--- src/rtl/sp_ram_responder_if.sv ---
// Single-port block-RAM bus between the memory write/read controllers and sp_ram_responder.
// Access counters (wr_cnt/rd_cnt) exist only when SP_RAM_ACCESS_CNT_EN is defined.
interface sp_ram_responder_if #(
    parameter int unsigned DW = 16,
    parameter int unsigned AW = 4
);
    logic          mem_ena;
    logic [0:0]    mem_wea;
    logic [AW-1:0] mem_addra;
    logic [DW-1:0] mem_dina;
    logic [DW-1:0] mem_douta;
    logic          rd_valid;
    logic          busy;
`ifdef SP_RAM_ACCESS_CNT_EN
    logic [15:0]   wr_cnt;
    logic [15:0]   rd_cnt;

    modport master (
        output mem_ena, mem_wea, mem_addra, mem_dina,
        input  mem_douta, rd_valid, busy, wr_cnt, rd_cnt
    );
    modport slave (
        input  mem_ena, mem_wea, mem_addra, mem_dina,
        output mem_douta, rd_valid, busy, wr_cnt, rd_cnt
    );
`else
    modport master (
        output mem_ena, mem_wea, mem_addra, mem_dina,
        input  mem_douta, rd_valid, busy
    );
    modport slave (
        input  mem_ena, mem_wea, mem_addra, mem_dina,
        output mem_douta, rd_valid, busy
    );
`endif
endinterface

--- src/rtl/sp_ram_responder.sv ---
// Behavioural single-port BRAM responder: post-reset clear, 1/2-cycle read latency, write-port output modes.
// Define SP_RAM_ACCESS_CNT_EN to add saturating write/read access counters on the bus.
module sp_ram_responder #(
    parameter int unsigned   DW         = 16,
    parameter int unsigned   AW         = 4,
    parameter int unsigned   RD_LAT     = 1,
    parameter int unsigned   WRITE_MODE = 0,
    parameter logic [DW-1:0] INIT_VAL   = '0
) (
    input logic               clk_g,
    input logic               rst,
    sp_ram_responder_if.slave bus
);

    localparam int unsigned   DEPTH          = 2 ** AW;
    localparam logic [AW-1:0] LAST_ADDR      = AW'(DEPTH - 1);
    localparam int unsigned   WM_READ_FIRST  = 0;
    localparam int unsigned   WM_WRITE_FIRST = 1;
    localparam int unsigned   WM_NO_CHANGE   = 2;

    if (RD_LAT != 1 && RD_LAT != 2) begin : g_bad_rd_lat
        $error("sp_ram_responder: RD_LAT must be 1 or 2");
    end
    if (WRITE_MODE > WM_NO_CHANGE) begin : g_bad_write_mode
        $error("sp_ram_responder: WRITE_MODE must be 0, 1 or 2");
    end

    typedef enum logic {
        S_CLEAR = 1'b0,
        S_RUN   = 1'b1
    } state_t;

    state_t        state;
    state_t        state_nx;
    logic [AW-1:0] clr_addr;
    logic [AW-1:0] clr_addr_nx;

    logic          mem_we_c;
    logic [AW-1:0] mem_wa_c;
    logic [DW-1:0] mem_wd_c;
    logic          rd_acc_c;
    logic          wr_acc_c;
    logic          port_upd_c;
    logic [DW-1:0] port_data_c;

    logic [DW-1:0] mem [DEPTH];
    logic [DW-1:0] douta_q;
    logic          rd_valid_q;
    logic          busy_q;

    always_ff @(posedge clk_g or posedge rst) begin
        if (rst) begin
            state    <= S_CLEAR;
            clr_addr <= '0;
        end else begin
            state    <= state_nx;
            clr_addr <= clr_addr_nx;
        end
    end

    // Clear sequence owns the array write port; in RUN the bus owns it.
    always_comb begin
        state_nx    = state;
        clr_addr_nx = clr_addr;
        mem_we_c    = 1'b0;
        mem_wa_c    = bus.mem_addra;
        mem_wd_c    = bus.mem_dina;
        rd_acc_c    = 1'b0;
        wr_acc_c    = 1'b0;
        case (state)
            S_CLEAR: begin
                mem_we_c    = 1'b1;
                mem_wa_c    = clr_addr;
                mem_wd_c    = INIT_VAL;
                clr_addr_nx = clr_addr + AW'(1);
                if (clr_addr == LAST_ADDR) begin
                    state_nx = S_RUN;
                end
            end
            S_RUN: begin
                if (bus.mem_ena) begin
                    // An unknown write enable falls to the read branch: no array update.
                    if (bus.mem_wea[0]) begin
                        wr_acc_c = 1'b1;
                        mem_we_c = 1'b1;
                    end else begin
                        rd_acc_c = 1'b1;
                    end
                end
            end
            default: state_nx = S_CLEAR;
        endcase
    end

    always_ff @(posedge clk_g) begin
        if (mem_we_c) begin
            mem[mem_wa_c] <= mem_wd_c;
        end
    end

    // Port data as seen before this edge's write lands, so read-first sees the old word.
    always_comb begin
        port_upd_c  = rd_acc_c;
        port_data_c = mem[bus.mem_addra];
        if (wr_acc_c) begin
            if (WRITE_MODE == WM_READ_FIRST) begin
                port_upd_c = 1'b1;
            end else if (WRITE_MODE == WM_WRITE_FIRST) begin
                port_upd_c  = 1'b1;
                port_data_c = bus.mem_dina;
            end else begin
                port_upd_c = 1'b0;
            end
        end
    end

    if (RD_LAT == 1) begin : g_lat1
        always_ff @(posedge clk_g or posedge rst) begin
            if (rst) begin
                douta_q    <= '0;
                rd_valid_q <= 1'b0;
            end else begin
                if (port_upd_c) begin
                    douta_q <= port_data_c;
                end
                rd_valid_q <= rd_acc_c;
            end
        end
    end else begin : g_lat2
        logic          p1_upd;
        logic          p1_rd;
        logic [DW-1:0] p1_data;

        always_ff @(posedge clk_g or posedge rst) begin
            if (rst) begin
                p1_upd     <= 1'b0;
                p1_rd      <= 1'b0;
                p1_data    <= '0;
                douta_q    <= '0;
                rd_valid_q <= 1'b0;
            end else begin
                p1_upd  <= port_upd_c;
                p1_rd   <= rd_acc_c;
                p1_data <= port_data_c;
                if (p1_upd) begin
                    douta_q <= p1_data;
                end
                rd_valid_q <= p1_rd;
            end
        end
    end

    // busy falls on the same edge that writes the last word of the clear.
    always_ff @(posedge clk_g or posedge rst) begin
        if (rst) begin
            busy_q <= 1'b1;
        end else begin
            busy_q <= (state_nx == S_CLEAR);
        end
    end

    assign bus.mem_douta = douta_q;
    assign bus.rd_valid  = rd_valid_q;
    assign bus.busy      = busy_q;

`ifdef SP_RAM_ACCESS_CNT_EN
    logic [15:0] wr_cnt_q;
    logic [15:0] rd_cnt_q;

    always_ff @(posedge clk_g or posedge rst) begin
        if (rst) begin
            wr_cnt_q <= '0;
            rd_cnt_q <= '0;
        end else begin
            if (wr_acc_c && (wr_cnt_q != 16'hFFFF)) begin
                wr_cnt_q <= wr_cnt_q + 16'd1;
            end
            if (rd_acc_c && (rd_cnt_q != 16'hFFFF)) begin
                rd_cnt_q <= rd_cnt_q + 16'd1;
            end
        end
    end

    assign bus.wr_cnt = wr_cnt_q;
    assign bus.rd_cnt = rd_cnt_q;
`endif

endmodule

--- src/flat_wrapper.sv ---
// flat-port wrapper written by rule: the top's interface ports become plain ports
module sp_ram_responder_flat 
#(
    parameter int unsigned   DW         = 16,
    parameter int unsigned   AW         = 4,
    parameter int unsigned   RD_LAT     = 1,
    parameter int unsigned   WRITE_MODE = 0,
    parameter logic [DW-1:0] INIT_VAL   = '0
)
  (clk_g, rst, bus_mem_ena, bus_mem_wea, bus_mem_addra, bus_mem_dina, bus_mem_douta, bus_rd_valid, bus_busy);
  sp_ram_responder_if #(.DW(DW), .AW(AW)) bus_i ();
  input logic clk_g;
  input logic rst;
  input wire logic [$bits(bus_i.mem_ena)-1:0] bus_mem_ena;
  input wire logic [$bits(bus_i.mem_wea)-1:0] bus_mem_wea;
  input wire logic [$bits(bus_i.mem_addra)-1:0] bus_mem_addra;
  input wire logic [$bits(bus_i.mem_dina)-1:0] bus_mem_dina;
  output wire logic [$bits(bus_i.mem_douta)-1:0] bus_mem_douta;
  output wire logic [$bits(bus_i.rd_valid)-1:0] bus_rd_valid;
  output wire logic [$bits(bus_i.busy)-1:0] bus_busy;
  assign bus_i.mem_ena = bus_mem_ena;
  assign bus_i.mem_wea = bus_mem_wea;
  assign bus_i.mem_addra = bus_mem_addra;
  assign bus_i.mem_dina = bus_mem_dina;
  assign bus_mem_douta = bus_i.mem_douta;
  assign bus_rd_valid = bus_i.rd_valid;
  assign bus_busy = bus_i.busy;
  sp_ram_responder #(.DW(DW), .AW(AW), .RD_LAT(RD_LAT), .WRITE_MODE(WRITE_MODE), .INIT_VAL(INIT_VAL)) u_core (.clk_g(clk_g), .rst(rst), .bus(bus_i));
endmodule
--- config.mk ---
export PLATFORM = sky130hd
export DESIGN_NAME = sp_ram_responder_flat
export DESIGN_NICKNAME = d
export VERILOG_FILES = /design/src/rtl/sp_ram_responder_if.sv /design/src/rtl/sp_ram_responder.sv /design/src/flat_wrapper.sv
export SDC_FILE = /design/constraint.sdc
export NUM_CORES = 1
export LEC_CHECK = 0
export ABC_AREA = 0
export CORE_ASPECT_RATIO = 0.5
export CORE_MARGIN = 8
export CORE_UTILIZATION = 40
export CTS_BUF_LIST = sky130_fd_sc_hd__clkbuf_4 sky130_fd_sc_hd__clkbuf_8
export CTS_CLUSTER_DIAMETER = 150
export DETAILED_ROUTE_END_ITERATION = 6
export PLACE_DENSITY = 0.6
export SYNTH_ARGS = -nofsm -noshare
export SYNTH_HDL_FRONTEND = slang
export SYNTH_SLANG_ARGS = --single-unit
--- constraint.sdc ---
create_clock -name clk_g -period 1.98 [get_ports clk_g]
set_input_delay 0.198 -clock clk_g [delete_from_list [all_inputs] [get_ports clk_g]]
set_output_delay 0.198 -clock clk_g [all_outputs]
set_load 0.005 [all_outputs]
# == Word level (Yosys, flattened, before mapping) ==
# Memory sizes are Yosys's and may differ from the RTL's. A register that Yosys moved wholly into a read port is not among the register bits.
# Index checks and enable logic that the tools add are counted.
# totals
n_memories,1
out_inout_bits,18
elab_cells,23
in_bits,24
ram_bits,256
regBits,7
# classes
n_mux,14
bitwise_logic,2
add_sub_neg,1
eq_ne,1
# mem_list
name,words,width,read_ports,rd_ports_with_merged_regs,write_ports,line,text
u_core.mem,16,16,1,1,1,sp_ram_responder.sv:46,logic [DW-1:0] mem [DEPTH];
# ops
operator,count
$mux W16,1
$mux W1,11
$add A4 B1 Y4 const B,1
$eq A4 B4 Y1 const B,1
$mux W4,1
$not A1 Y1,2
$pmux W1 S2,1

# == Logic depth before layout (Yosys ltp) ==
# Gate-level depths: netlist of run 1.
# depth
word_depth,5
ltp_mapped,8

# == Worst setup path after synthesis of run 1 ==
# OpenSTA, ideal clock, no wires.
# synth_path
path_type,input port to flip-flop
startpoint,input bus_mem_addra[0]
endpoint,memory u_core.mem[1][0] (enable)
cell_stages,8
setup_slack_ns,-0.224
t_required_ns,1.592
setup_ns,0.388
t_arrival_ns,1.816
n_path_buf,4
path_cell_list,buf_6 -> buf_8 -> buf_6 -> buf_6 -> inv_1 -> nor3_1 -> a21oi_1 -> nor2_1
# synth_between
elab_chain_cells,1
# synth_rtl
element,line,text
from (decl),flat_wrapper.sv:16,input wire logic [$bits(bus_i.mem_addra)-1:0] bus_mem_addra;
$mux W4,sp_ram_responder.sv:70,case (state)
to (decl),sp_ram_responder.sv:46,
# No other way between the ends.

# == Worst setup path after layout of run 1 ==
# layout_path
startpoint,register u_core.state
endpoint,memory u_core.mem[11][1] (enable)
# layout_between
elab_chain_cells,4
word_cells_on_any_way,5
cone_classes,mux (4); bitwise (1)
# layout_rtl
element,line,text
from (decl),sp_ram_responder.sv:33,state_t state;
from (signal assigned),sp_ram_responder.sv:56,state <= state_nx;
$not A1 Y1,sp_ram_responder.sv:70,
$pmux W1 S2,sp_ram_responder.sv:70,
$mux W1,sp_ram_responder.sv:96,if (mem_we_c) begin
$mux W1 (implied by the code),sp_ram_responder.sv:97,mem[mem_wa_c] <= mem_wd_c;
# Several ways; a longest one is shown, not always the timed one.

==> flow_summary.yaml, run 1 <==
hold_path:
  hold_class: "in -> async"
sta:
  finalCritPeriodShare_pct: 95.5
  hold_violations: 0
  fin_crit_ns: 1.89
  max_slew.worst_pin.slew_ns: 0.849
  skew_ns: 0.0168
  max_freq_mhz: 529
  rsz0062_at_grt: "no"
  setup_viol: 0
  holdWs_ns: 0.0254
  slew_viol_final: 0
  relSlewSlack_pct: 43.1
job:
  drv_cap: 0
setup_path:
  crit_start: "u_core.state"
  critical_path.endpoint_type: "flip-flop"
  cp_cell_sequence: "inv_1 -> a31oi_1 -> nor2_2 -> buf_4"
  slowest_delay_ns: 0.72
  cp_max_fo: 7
  timing.critical_path.buf_inv: 2
  crit_slowest_cell: "a31oi_1"
  worst_setup_path_start_kind: "flip-flop"
  required_ns: 2.26
  cp.depth: 4
  critical_path_arrival_ns: 2.17
  crit_family: "compound AO/OA/AOI/OAI gates"
  reg2reg_to: "u_core.mem[11][1]"
  crit_end: "u_core.mem[11][1]"
  worstReg2RegStart: "u_core.state"
  reg2reg_slack_ns: 0.09
  critPathKind: "reg -> reg"
  reg2reg_depth: 4
place:
  gp_congestion: 0.785
  io_buffer_count: 41
  numPlacedInstances: 1020
  dpl.hpwl_um: 15400
  placed_area_um2: 12400
clock_network:
  cts_tree: "built"
  cts.htree.levels: 2
  clk_latency_ns: 0.53
  ctsHoldBuffers: 0
  clkSlewWorstSetupHoldPaths_ns: 0.06
  root_buffer: "clkbuf_8"
  numCtsBuffers: 42
  clk_path_buf_depth: 3
  cts_sinks: 279
detailed_routing:
  drc: 0
  first_pass_iters: 5
  drt_iter0_drc: 644
  wire_per_inst_um: 21.7
  wirelength_um: 23700
  wl_met2_um: 10500
  via_per_inst: 5.22
  highest_layer: "met4"
  antenna_left: 0
  drt-met1-wl_um: 11700
  dr_total_vias: 5716
  wl_met3_um: 1300
pwr:
  power-per-cell-area_nw_per_um2: 918
  p_leak_nw: 4.61
  p_total_w: 0.0122
  vdd_drop_max_uv: 411
die:
  die_w_um: 251
  die_area_um2: 33500
  start_util_pct: 40.3
  row_count: 43
  core-area_um2: 27400
  die_y_um: 134
  ios: 42
logic_synthesis:
  synth_cell_types: 32
  postSynthAreaPerCell_um2: 18.7
  yosysSeqAreaShare_pct: 74.8
  synth-seq-cells: 279
  ys_warn_count: 0
  async_flop_share_pct: 8.24
  syn_inst: 591
  muxShareOfSynthArea_pct: 14.7
  synth_compound_area_share_pct: 3.60
  synth_nets: 616
  synth_top_cell_area_share_pct: 69.6
  synthesis.area_um2: 11100
  synthFlopType: "edfxtp_1"
  synth_edf_count: 256
  synth_fa_ha_area_share_pct: 0.113
  synth_xor_area_share_pct: 0.238
  synth.largest_area_cell: "edfxtp_1"
  yosys-top-cells-area: "edfxtp_1, mux2i_1, dfrtp_1"
  synth_top_family_by_area: "multiplexers"
  yosys.area_share.simple_pct: 4.54
layout:
  final_nets: 729
  nFillCells: 2251
  drive_gt1_share_pct: 24.9
  instances_no_fill: 1094
  antenna_cells: 0
  syn_to_final_growth_pct: 20.1
  fin_area_um2: 13300
grt:
  track_usage_pct: 14.0
  grt_pass1_vias: 5878
  antenna_found_initial: 0
  grt_pass1_wl_um: 36200
  gr-total-overflow: 0
  grt_max_degree: 44
outcome:
  status: "finished, final reports clean"
-- tightest hold or removal path, delay by kind of cell --
family | cells | cell delay, ns
buffers and inverters | 3 | 0.76
-- layout make-up --
cell class	count	area, um2	share of cell area, %
flip-flops and latches	279	8260	62.3
multi-input cells	274	2610	19.6
repair buffers	103	1060	7.96
clock buffers	63	779	5.87
well taps	360	450	3.39
clock inverters	11	103	0.773
inverters	4	15.0	0.113
-- worst min-delay path by stage --
stage               depth (start not counted)          startpoint                  endpoint  slack, ns
floorplan                                   1                 rst   u_core.bus.mem_douta[0]       0.20
global placement                            1  u_core.clr_addr[2]           u_core.bus.busy       0.48
detailed placement                          1  u_core.clr_addr[2]        u_core.clr_addr[2]       0.48
CTS                                         3                 rst  u_core.bus.mem_douta[15]       0.01
global route                                3                 rst              u_core.state       0.05
finish                                      3                 rst              u_core.state       0.03
-- kinds of logic after synthesis --
logic type	count (synthesis)
xor gates and xnor gates	3
AOI/OAI and AO/OA	57
buffers and inverters	38
adders and majority gates	1
muxes	113
DFF	279
and+or+nand+nor	100
-- registers in the layout, summed over array words and instances (netlist names) --
| name | cells |
|---|---|
| u_core.mem | 256 |
| u_core.bus.mem_douta | 16 |
| u_core.state | 1 |
| u_core.bus.busy | 1 |
| u_core.bus.rd_valid | 1 |
| u_core.clr_addr | 4 |
-- per-stage QoR --
step / setup slack, ns / setup TNS, ns / util (%)
CTS: 0.0464 / 0 / 48.3
global placement: -0.00974 / -0.0567 / 45.1
floorplan: -0.222 / -10.68 / -
finish: 0.0895 / 0 / 48.4
detailed placement: -0.0691 / -1.66 / 45.1
global route: 0.0190 / 0 / 48.4
-- placed cells by master (no fill, tap or decap), drive strengths merged, types with 4 or more instances in the layout --
cell type and n:
a31oi 19, dfrtp 22, a22oi 32, mux2 17
nor2b 4, nor2 35, inv 4, nand2 21
buf 64, nand3b 16, edfxtp 256, clkdlybuf4s50 39
and2 18, clkbuf 63, mux2i 64, mux4 32
clkinv 8
-- layer usage --
| metal | GRT usage, % | vias to the layer above |
|---|---|---|
| met5 | 0 | - |
| met4 | 3.57 | 0 |
| met3 | 2.82 | 26 |
| met2 | 20.5 | 162 |
| met1 | 21.1 | 2931 |
| li1 | - | 2597 |
-- where the power goes --
part           leakage (nW)  switching (W)  internal [W]  total, W
registers              2.57      0.0000349       0.00649   0.00652
logic                  1.57       0.000412      0.000357  0.000769
clock network         0.467        0.00212       0.00277   0.00489
total                  4.61        0.00257       0.00962    0.0122
-- synth_stat cells, drive strengths merged, types with 2 or more instances --
master and n:
nor2b 4, clkbuf 15, nand3b 16, inv 4
and2 18, mux2 17, nor3 2, nor2 35
dfrtp 22, xnor2 3, nand2 21, a31oi 19
mux4 32, nand3 2, edfxtp 256, mux2i 64
a22oi 32, buf 19, a21oi 3
-- repair_timing --
action                     in CTS  in global routing
resized for setup               0                  4
setup endpoints to repair       0                 79
buffers inserted                0                  0
(Power assumes the default switching activity.)
==> run 2, diff against run 1 <==
==> constraint.sdc (replaced) <==
create_clock -name clk_g -period 1.98 [get_ports clk_g]
set_input_delay 0.396 -clock clk_g [delete_from_list [all_inputs] [get_ports clk_g]]
set_output_delay 0.396 -clock clk_g [all_outputs]
set_load 0.005 [all_outputs]
==> run 2 against run 1 <==
Against the previous run: sequential power is essentially flat; clock skew is essentially flat; maximum frequency shrank 2.0%; cell count grew 0.73%; clock power shrank 2%; critical path depth grew 2; sequential share of layout area shrank 0.93 points; critical endpoint is now u_core.mem[6][12].
==> flow_summary.yaml, run 2 (synthesis results as in run 1) <==
clock_network:
  clk_path_buf_depth: 3
  clk_latency_ns: 0.54
  root_buffer: "clkbuf_8"
  cts_sinks: 279
  numCtsBuffers: 42
  cts.htree.levels: 2
  cts_tree: "built"
  clkSlewWorstSetupHoldPaths_ns: 0.06
  ctsHoldBuffers: 0
layout:
  nFillCells: 2252
  seqCellArea_um2: 8260
  instances_no_fill: 1102
  final_cell_mix: "edfxtp_1, mux2i_1, buf_4"
  final_nets: 734
  multiInputGateArea_um2: 2690
  final_common_cell: "edfxtp_1"
  regMostFlops: "u_core.mem"
  syn_to_final_growth_pct: 21.9
  largest_register_ffs: 256
  antenna_cells: 0
  drive_gt1_share_pct: 24.9
grt:
  antenna_found_initial: 0
  grt_pass1_vias: 5787
  grt_max_degree: 34
  track_usage_pct: 14.0
  grt_pass1_wl_um: 36100
  gr-total-overflow: 0
setup_path:
  required_ns: 2.22
  worst_setup_path_start_kind: "flip-flop"
  crit_slowest_cell: "dfrtp_1"
  crit_family: "simple AND/OR/NAND/NOR gates"
  slowest_delay_ns: 0.45
  critical_path.endpoint_type: "flip-flop"
  cp_cell_sequence: "buf_4 -> nand3_1 -> o22ai_1 -> nand2_1 -> nor2_2 -> buf_12"
  critical_path_arrival_ns: 2.17
  critPathKind: "reg -> reg"
  timing.critical_path.buf_inv: 2
  cp_max_fo: 17
pwr:
  vdd_drop_max_uv: 404
  p_leak_nw: 4.66
  power-per-cell-area_nw_per_um2: 900
place:
  io_buffer_count: 41
  dpl.hpwl_um: 15700
  gp_congestion: 0.808
  numPlacedInstances: 1025
sta:
  skew_ns: 0.0170
  tns_ns: 0
  max_slew.worst_pin.slew_ns: 0.751
  setup_viol: 0
  fin_crit_ns: 1.93
  max_freq_mhz: 518
  relSlewSlack_pct: 49.9
  slew_viol_final: 0
  finalCritPeriodShare_pct: 97.5
  hold_violations: 0
  rsz0062_at_grt: "yes"
detailed_routing:
  wire_per_inst_um: 21.6
  wirelength_um: 23900
  drc: 0
  drt_iter0_drc: 714
  dr_total_vias: 5769
  antenna_left: 0
  via_per_inst: 5.24
  first_pass_iters: 5
die:
  die_y_um: 134
  die_area_um2: 33500
  core-area_um2: 27400
  row_count: 43
  die_w_um: 251
  ios: 42
  start_util_pct: 40.3
outcome:
  status: "finished, final reports clean"
job:
  drv_cap: 0
hold_path:
  hold_class: "in -> async"
-- run 2: cell count changes in the layout (fill, tap and decap cells not counted), sizes merged --
cell	change
clkbuf	-10
clkinvlp	+1
buf	+5
dlymetal6s2s	+1
bufinv	+1
inv	+1
clkinv	+10
clkdlybuf4s50	-1
-- run 2: layout make-up --
type,instances,share of cell area (%)
Clock buffer,53,4.90
Clock inverter,24,1.38
Inverter,4,0.111
Multi-Input combinational cell,274,19.9
Sequential cell,279,61.3
Tap cell,360,3.34
Timing Repair Buffer,108,8.97
-- run 2: what timing repair did --
| action | CTS | global route |
|---|---|---|
| resized for setup | 0 | 2 |
| endpoints found under the setup margin | 0 | 53 |
| setup buffers | 0 | 0 |
-- run 2: per-stage QoR --
stage	total power [W]	instance area (um2)	hold WS, ns	util (%)	setup WS [ns]
global placement	0.00745	12600	0.474	46.0	-0.194
finish	0.0121	13500	0.221	49.1	0.0503
detailed placement	0.00745	12600	0.481	46.0	-0.247
floorplan	0.00706	11200	0.397	-	-0.134
global route	0.0125	13500	0.250	49.1	-0.0380
CTS	0.0122	13500	0.214	49.1	0.00781
-- run 2: worst reg2reg max path, cell delays in order (launching register included) --
cell,delay [ns]
dfrtp_1,0.45
buf_4,0.25
nand3_1,0.10
o22ai_1,0.19
nand2_1,0.26
nor2_2,0.22
buf_12,0.17
-- run 2: final timing paths --
kind / start / endpoint / slack (ns) / depth (start not counted)
worst max-delay path: u_core.state / u_core.mem[6][12] / 0.05 / 6
min in group clk_g: bus_mem_wea / u_core.bus.rd_valid / 0.46 / 2
worst min register to register: u_core.clr_addr[2] / u_core.bus.busy / 0.49 / 1
worst max register to register: u_core.state / u_core.mem[6][12] / 0.05 / 6
max in group asynchronous: rst / u_core.bus.busy / 1.46 / 3
worst min-delay path: rst / u_core.state / 0.22 / 3
-- run 2: metal layers --
layer  up-vias  wire length, um  part of all wire [%]  global-route usage (%)
met1      2988            12300                    51                    21.5
met3        27             1290                   5.4                    3.13
met2       145            10100                    42                    20.2
li1       2609                -                     -                       -
met5         -                0                     0                       0
met4         0              221                  0.93                    2.99
-- run 2: report_power, final --
group	internal [W]	total, W	switching [W]
clock network	0.00260	0.00479	0.00219
registers	0.00649	0.00652	0.0000351
logic	0.000378	0.000805	0.000428
total	0.00946	0.0121	0.00266
